### src/rtl/ibex_rf_write_arbiter.sv
// Register-file write arbiter: merges LSU load writes and EX results onto a
// single register-file write port. EX results that lose arbitration wait in a
// small in-order buffer. An LSU write squashes older buffered writes to the
// same register. Pending writes are either forwarded to the decode read ports
// or reported as a hazard.
// Build option: define IBEX_RF_WR_FWD_EN to forward pending data instead of
// raising hazard_o.
module ibex_rf_write_arbiter #(
   parameter int unsigned DataWidth = 32,
   parameter int unsigned FifoDepth = 2
) (
   input  logic                 clk_int,
   input  logic                 rst_ni,
   input  logic                 ex_valid_i,
   input  logic [4:0]           ex_waddr_i,
   input  logic [DataWidth-1:0] ex_wdata_i,
   output logic                 ex_ready_o,
   input  logic                 lsu_valid_i,
   input  logic [4:0]           lsu_waddr_i,
   input  logic [DataWidth-1:0] lsu_wdata_i,
   output logic                 rf_we_o,
   output logic [4:0]           rf_waddr_o,
   output logic [DataWidth-1:0] rf_wdata_o,
   input  logic [4:0]           raddr_a_i,
   input  logic [4:0]           raddr_b_i,
   output logic                 fwd_a_valid_o,
   output logic                 fwd_b_valid_o,
   output logic [DataWidth-1:0] fwd_a_data_o,
   output logic [DataWidth-1:0] fwd_b_data_o,
   output logic                 hazard_o
);

   localparam int unsigned CntW  = $clog2(FifoDepth + 1);
   localparam int unsigned AddrW = 5;

`ifdef IBEX_RF_WR_FWD_EN
   localparam bit FwdEn = 1'b1;
`else
   localparam bit FwdEn = 1'b0;
`endif

   // Buffer entry 0 is the head (oldest); entries at and above count are invalid.
   logic [FifoDepth-1:0] ent_valid_q, ent_valid_d;
   logic [AddrW-1:0]     ent_addr_q [FifoDepth];
   logic [AddrW-1:0]     ent_addr_d [FifoDepth];
   logic [DataWidth-1:0] ent_data_q [FifoDepth];
   logic [DataWidth-1:0] ent_data_d [FifoDepth];
   logic [CntW-1:0]      count_q, count_d;

   logic                 rf_we_q, rf_we_d;
   logic [AddrW-1:0]     rf_waddr_q, rf_waddr_d;
   logic [DataWidth-1:0] rf_wdata_q, rf_wdata_d;

   logic                 sel_lsu, sel_head, sel_bypass, ex_acc, enq;
   logic [CntW-1:0]      wr_idx;

   logic                 hit_a, hit_b;
   logic [DataWidth-1:0] data_a, data_b;

   assign ex_ready_o = (count_q < CntW'(FifoDepth));

   // Source selection: LSU first, then buffer head, then EX bypass when empty.
   always_comb begin
      sel_lsu    = lsu_valid_i;
      sel_head   = !lsu_valid_i && (count_q != '0);
      sel_bypass = !lsu_valid_i && (count_q == '0) && ex_valid_i;
      ex_acc     = ex_valid_i && ex_ready_o;
      enq        = ex_acc && !sel_bypass;
      wr_idx     = count_q - CntW'(sel_head);
   end

   // Buffer next state: squash on LSU hit, shift on dequeue, then enqueue at tail.
   always_comb begin
      ent_valid_d = ent_valid_q;
      ent_addr_d  = ent_addr_q;
      ent_data_d  = ent_data_q;
      count_d     = count_q + CntW'(enq) - CntW'(sel_head);

      if (sel_lsu) begin
         for (int unsigned i = 0; i < FifoDepth; i++) begin
            if (ent_valid_q[i] && (ent_addr_q[i] == lsu_waddr_i)) begin
               ent_valid_d[i] = 1'b0;
            end
         end
      end

      if (sel_head) begin
         for (int unsigned i = 0; i + 1 < FifoDepth; i++) begin
            ent_valid_d[i] = ent_valid_d[i+1];
            ent_addr_d[i]  = ent_addr_d[i+1];
            ent_data_d[i]  = ent_data_d[i+1];
         end
         ent_valid_d[FifoDepth-1] = 1'b0;
      end

      if (enq) begin
         for (int unsigned i = 0; i < FifoDepth; i++) begin
            if (CntW'(i) == wr_idx) begin
               ent_valid_d[i] = 1'b1;
               ent_addr_d[i]  = ex_waddr_i;
               ent_data_d[i]  = ex_wdata_i;
            end
         end
      end
   end

   // Output stage next state; writes to x0 are consumed without a write enable.
   always_comb begin
      rf_we_d    = 1'b0;
      rf_waddr_d = rf_waddr_q;
      rf_wdata_d = rf_wdata_q;
      if (sel_lsu) begin
         rf_we_d    = (lsu_waddr_i != '0);
         rf_waddr_d = lsu_waddr_i;
         rf_wdata_d = lsu_wdata_i;
      end else if (sel_head) begin
         rf_we_d    = ent_valid_q[0] && (ent_addr_q[0] != '0);
         rf_waddr_d = ent_addr_q[0];
         rf_wdata_d = ent_data_q[0];
      end else if (sel_bypass) begin
         rf_we_d    = (ex_waddr_i != '0);
         rf_waddr_d = ex_waddr_i;
         rf_wdata_d = ex_wdata_i;
      end
   end

   // State registers.
   always_ff @(posedge clk_int or negedge rst_ni) begin
      if (!rst_ni) begin
         ent_valid_q <= '0;
         count_q     <= '0;
         rf_we_q     <= 1'b0;
         rf_waddr_q  <= '0;
         rf_wdata_q  <= '0;
         for (int unsigned i = 0; i < FifoDepth; i++) begin
            ent_addr_q[i] <= '0;
            ent_data_q[i] <= '0;
         end
      end else begin
         ent_valid_q <= ent_valid_d;
         ent_addr_q  <= ent_addr_d;
         ent_data_q  <= ent_data_d;
         count_q     <= count_d;
         rf_we_q     <= rf_we_d;
         rf_waddr_q  <= rf_waddr_d;
         rf_wdata_q  <= rf_wdata_d;
      end
   end

   // Youngest pending match per read port: output stage, then head up to tail.
   always_comb begin
      hit_a  = 1'b0;
      hit_b  = 1'b0;
      data_a = '0;
      data_b = '0;
      if (rf_we_q && (rf_waddr_q == raddr_a_i)) begin
         hit_a  = 1'b1;
         data_a = rf_wdata_q;
      end
      if (rf_we_q && (rf_waddr_q == raddr_b_i)) begin
         hit_b  = 1'b1;
         data_b = rf_wdata_q;
      end
      for (int unsigned i = 0; i < FifoDepth; i++) begin
         if (ent_valid_q[i] && (ent_addr_q[i] == raddr_a_i)) begin
            hit_a  = 1'b1;
            data_a = ent_data_q[i];
         end
         if (ent_valid_q[i] && (ent_addr_q[i] == raddr_b_i)) begin
            hit_b  = 1'b1;
            data_b = ent_data_q[i];
         end
      end
      if (raddr_a_i == '0) begin
         hit_a  = 1'b0;
         data_a = '0;
      end
      if (raddr_b_i == '0) begin
         hit_b  = 1'b0;
         data_b = '0;
      end
   end

   assign rf_we_o       = rf_we_q;
   assign rf_waddr_o    = rf_waddr_q;
   assign rf_wdata_o    = rf_wdata_q;
   assign fwd_a_valid_o = FwdEn && hit_a;
   assign fwd_b_valid_o = FwdEn && hit_b;
   assign fwd_a_data_o  = FwdEn ? data_a : '0;
   assign fwd_b_data_o  = FwdEn ? data_b : '0;
   assign hazard_o      = !FwdEn && (hit_a || hit_b);

endmodule

### config.mk
export PLATFORM = sky130hd
export DESIGN_NAME = ibex_rf_write_arbiter
export DESIGN_NICKNAME = d
export VERILOG_FILES = /design/src/rtl/ibex_rf_write_arbiter.sv
export SDC_FILE = /design/constraint.sdc
export NUM_CORES = 1
export LEC_CHECK = 0
export BUFFER_PORTS_ARGS = -buffer_cell sky130_fd_sc_hd__buf_4
export CAP_MARGIN = 20
export CORE_UTILIZATION = 40
export CTS_CLUSTER_DIAMETER = 100
export DETAILED_ROUTE_END_ITERATION = 8
export PLACE_DENSITY_LB_ADDON = 0.3
export SLEW_MARGIN = 25
export SYNTH_ARGS = -nofsm -noshare
export SYNTH_HDL_FRONTEND = slang
export SYNTH_SLANG_ARGS = --single-unit
### constraint.sdc
create_clock -name clk_int -period 4.82 [get_ports clk_int]
set_clock_uncertainty 0.2 [all_clocks]
set_input_delay 0.482 -clock clk_int [delete_from_list [all_inputs] [get_ports clk_int]]
set_output_delay 0.482 -clock clk_int [all_outputs]
set_load 0.005 [all_outputs]
# Word-level counts from Yosys, hierarchy flattened
# Index checks and enable logic that the tools add are counted.
# op_classes
n_eq_ne	9
order_cmp	1
muxes	32
n_reduce_logical	27
add_sub_neg	3
# ops
op	n
2-to-1 mux 32 bit	6
2-to-1 mux 64 bit	1
== test 5 bit	8
2-to-1 mux 5 bit	6
2-to-1 mux 1 bit	15
nonzero test 5 bit	3
logical AND 1 bit	14
zero test 5 bit	2
2-to-1 mux 10 bit	1
2-to-1 mux 2 bit	3
zero test 2 bit	2
subtractor 2 x 1 -> 2 bit	2
nonzero test 3 bit	1
adder 2 x 1 -> 2 bit	1
== test 1 x 2 -> 1 bit, first input constant	1
zero test 1 bit	2
< comparator 2 bit, second input constant	1
AND reduction 2 bit	1
nonzero test 2 bit	1
logical OR 1 bit	1
# totals
output_inout_bits	106
input_bits	88
ff_bits	116
word_cells	81

# Longest topological paths before layout
# depth
word_depth	7
ltp_mapped	10
mapped_depth_nobuf	7

# Worst setup path before layout
# OpenSTA, ideal clock, no wires.
# synth_timing
path_kind	in2reg
start	in lsu_valid_i
end	reg ent_addr_q[4] (netlist bit)
path_buffers	5
arrival_ps	2209
required_time_ps	4493
stages	9
setup_time_ps	127
setup_slack_ps	2283
cell_sequence	buf_2 -> nor2_1 -> buf_4 -> buf_6 -> ha_1 -> nor3_2 -> buf_6 -> buf_6 -> mux2_1
# synth_between
elab_chain_cells	6
elab_cells_between_ends	9
classes_between	1 x add/sub; 1 x eq/ne; 7 x reduce/logical
# synth_rtl
element	line_no	rtl
start, declared	18	input logic lsu_valid_i,
zero test 1 bit (*)	65, 66	
branches (longest 4 deep; another with subtractor 2 x 1 -> 2 bit)	--	
AND reduction 2 bit (no source line) (*)	--	
end signal, assigned	141	ent_addr_q <= ent_addr_d;
end, declared	44	logic [AddrW-1:0] ent_addr_q [FifoDepth];
# Mark *: on every way between the ends.
# A chain may end at the register's enable or synchronous reset.

==> flow_metrics.tcl <==
set metrics [dict create \
    drc 0 \
    critPathSlowestCell "buf_4" \
    report.final.slew_viol_count 0 \
    finalCriticalPeriod_ns 2.55 \
    die_area_um2 16900 \
    h-tree-depth 4 \
    grt_overflow 0 \
    grt_setup_unrepaired "no" \
    worst-setup-path-type "primary input to register" \
    setup_viol 0 \
    boundaryPins 194 \
    synth_seq_cells 116 \
    use_met1_pct 23.6 \
    crit_chain "buf_4 > nor2_4 > ha_1 > nor4b_4 > buf_6 > buf_12 > o21ai_0" \
    clk_pin_slew_ns 0.05 \
    multi_input_area_um2 3210 \
    ys_seq_area_share_pct 44.3 \
    worstSetupEndpointType "register" \
    grt.busiest_layer "met2" \
    ys_top_cells_by_area "dfrtp_1 (44%), mux2i_1 (11%), mux2_2 (9.3%), buf_4 (7.8%), o21ai_0 (5.9%)" \
    grt_pass1_vias 4733 \
    drive_gt1_share_pct 30.1 \
    gr-usage-met3_pct 5.25 \
    wl_per_cell_um 15.5 \
    netlist_area_um2 6550 \
    fillers 1425 \
    max_freq_ghz 0.393 \
    placed_cells 926 \
    async_flop_share_pct 100 \
    synth_top_area_cell "dfrtp_1" \
    yosys-top-cells-count "dfrtp_1 (116), nand2_1 (81), o21ai_0 (77), mux2i_1 (74), buf_4 (68)" \
    syn_area_per_cell_um2 10.7 \
    slew_headroom_pct 40.1 \
    cap_violations 0 \
    place.gp.congestion 0.834 \
    dieWidth_um 130 \
    fin_total_pwr_uw 4660 \
    clock_sinks 116 \
    start_kind "primary input" \
    tritoncts "yes" \
    layoutNonFillerInstCount 960 \
    dieHeight_um 130 \
    cpLargestDelayFamily "buffers and inverters" \
    vias 4679 \
    crit_fanout 80 \
    diodes 0 \
    cts_setup_buffers 0 \
    initial_core_util_pct 41.1 \
    ff_latch_area_um2 2900 \
    grt_start_max_net_pins 81 \
    core_um2 15900 \
    yosys_most_used_dff "dfrtp_1" \
    clockRootBuffer "clkbuf_16" \
    antenna_found_initial 0 \
    setup-tns-final_ns 0 \
    cpPeakStageDelay_ns 0.58 \
    rows 46 \
    ys.warnings.count 0 \
    clk_latency_ns 0.41 \
    wl_mm 14.9 \
    hold_viol 0 \
    vias_per_cell 4.87 \
    power_density_nw_per_um2 579 \
    postRouteAntennaNets 0 \
    fin_nets 823 \
    vdd_drop_max_v 0.000281 \
    synthDistinctLibCells 35 \
    yosysMostFrequentCell "dfrtp_1" \
    drt_iter0_drc 139 \
    worst_pin_slew_ns 0.891 \
    cp.arrival_ns 2.64 \
    outcome "complete, no violations" \
    clockBufferDepth 2 \
    area_growth_pct 22.7 \
    numCtsBuffers 17 \
    grt_first_pass_wirelength_mm 24.1 \
    dp_hpwl_mm 10.3 \
    grt_usage_pct 18.9 \
    grtUsageMet2_pct 31.1 \
    synth_top_area_share_pct 44.3 \
    p_leak_uw 0.00362 \
    post-route-period-util_pct 52.8 \
    drtPass1Iterations 6 \
    hold_class "primary input to register" \
    netlist_instances 615 \
    post-route-util_pct 50.4 \
    required_ns 4.91 \
    synth_edf_count 0 \
    io_buffers 127 \
    cp.buffers_inverters 3 \
]
## final timing paths
path,from,end,slack (ns),cells after the start
setup / recovery,lsu_valid_i,ent_data_q[47],2.27,7
hold / removal,ex_wdata_i[0],ent_data_q[32],0.09,3
setup reg to reg,count_q[1],ent_data_q[47],2.34,7
max in group asynchronous,rst_ni,rf_wdata_o[4],2.96,4
hold reg to reg,ent_data_q[30],ent_data_q[30],0.28,1
min in group asynchronous,rst_ni,rf_wdata_o[15],0.28,2
## metal layers
metal,wire (um),part of all wire [%]
met2,7330,49
met5,0,0
met3,755,5.1
met1,6610,44
met4,212,1.4
## layout by cell type, fill, tap and decap left out, types with 5 or more instances in the layout
cell | netlist | routed
o21ai_0 | 77 | 77
clkbuf_1 | 16 | 5
clkbuf_16 | 0 | 17
nand2_1 | 81 | 81
nand4_1 | 7 | 7
xnor2_1 | 36 | 36
mux2i_1 | 74 | 74
dfrtp_1 | 116 | 116
mux2_1 | 20 | 20
buf_4 | 68 | 135
clkbuf_8 | 0 | 5
mux2_2 | 54 | 54
conb_1 | 1 | 66
xor2_1 | 6 | 6
## tightest hold or removal path, cell delays in order
cell,delay [ns]
buf_4,0.09
nand2_1,0.04
o21ai_0,0.06
## final cells by class
type | instances | area share, %
Inverter | 4 | 0.187
Clock inverter | 4 | 0.560
Clock buffer | 27 | 6.38
Tap cell | 216 | 3.36
Sequential cell | 116 | 36.1
Timing Repair Buffer | 139 | 13.5
Multi-Input combinational cell | 454 | 39.9
## state kept, by name, indices dropped and copies added, names as in the netlist
| name | cells |
|---|---|
| count_q | 2 |
| ent_data_q | 64 |
| ent_valid_q | 2 |
| rf_waddr_o | 5 |
| ent_addr_q | 10 |
| rf_we_o | 1 |
| rf_wdata_o | 32 |
## per-stage QoR
stage / hold WS [ns] / area (um2) / setup slack (ns)
2_1_floorplan: -0.0136 / 6800 / 2.28
3_3_place_gp: 0.267 / 7430 / 1.66
3_5_place_dp: 0.275 / 7430 / 1.52
4_1_cts: 0.0342 / 7990 / 1.96
5_1_grt: 0.0860 / 8040 / 2.03
6_report: 0.0879 / 8040 / 2.27
## report_power, final
| group | switching, uW | internal, uW |
|---|---|---|
| Sequential | 355 | 1430 |
| Clock | 411 | 771 |
| Combinational | 759 | 932 |
## cell families (layout without fill, tap and decap cells)
kind of cell | Yosys count | count (layout) | synth area share, %
fa+ha+maj | 3 | 3 | 0.573
other cells | 1 | 66 | 0.0572
xor+xnor | 42 | 42 | 5.61
compound gates | 89 | 89 | 7.18
simple gates | 106 | 106 | 7.27
buf+inv | 110 | 174 | 11.0
flops | 116 | 116 | 44.3
mux | 148 | 148 | 24.0
## what timing repair did
item | CTS | global route
endpoints found under the hold margin | 0 | 16
hold buffers | 0 | 1
gates resized for setup | 0 | 0
Power figures use the tool's default switching activity.
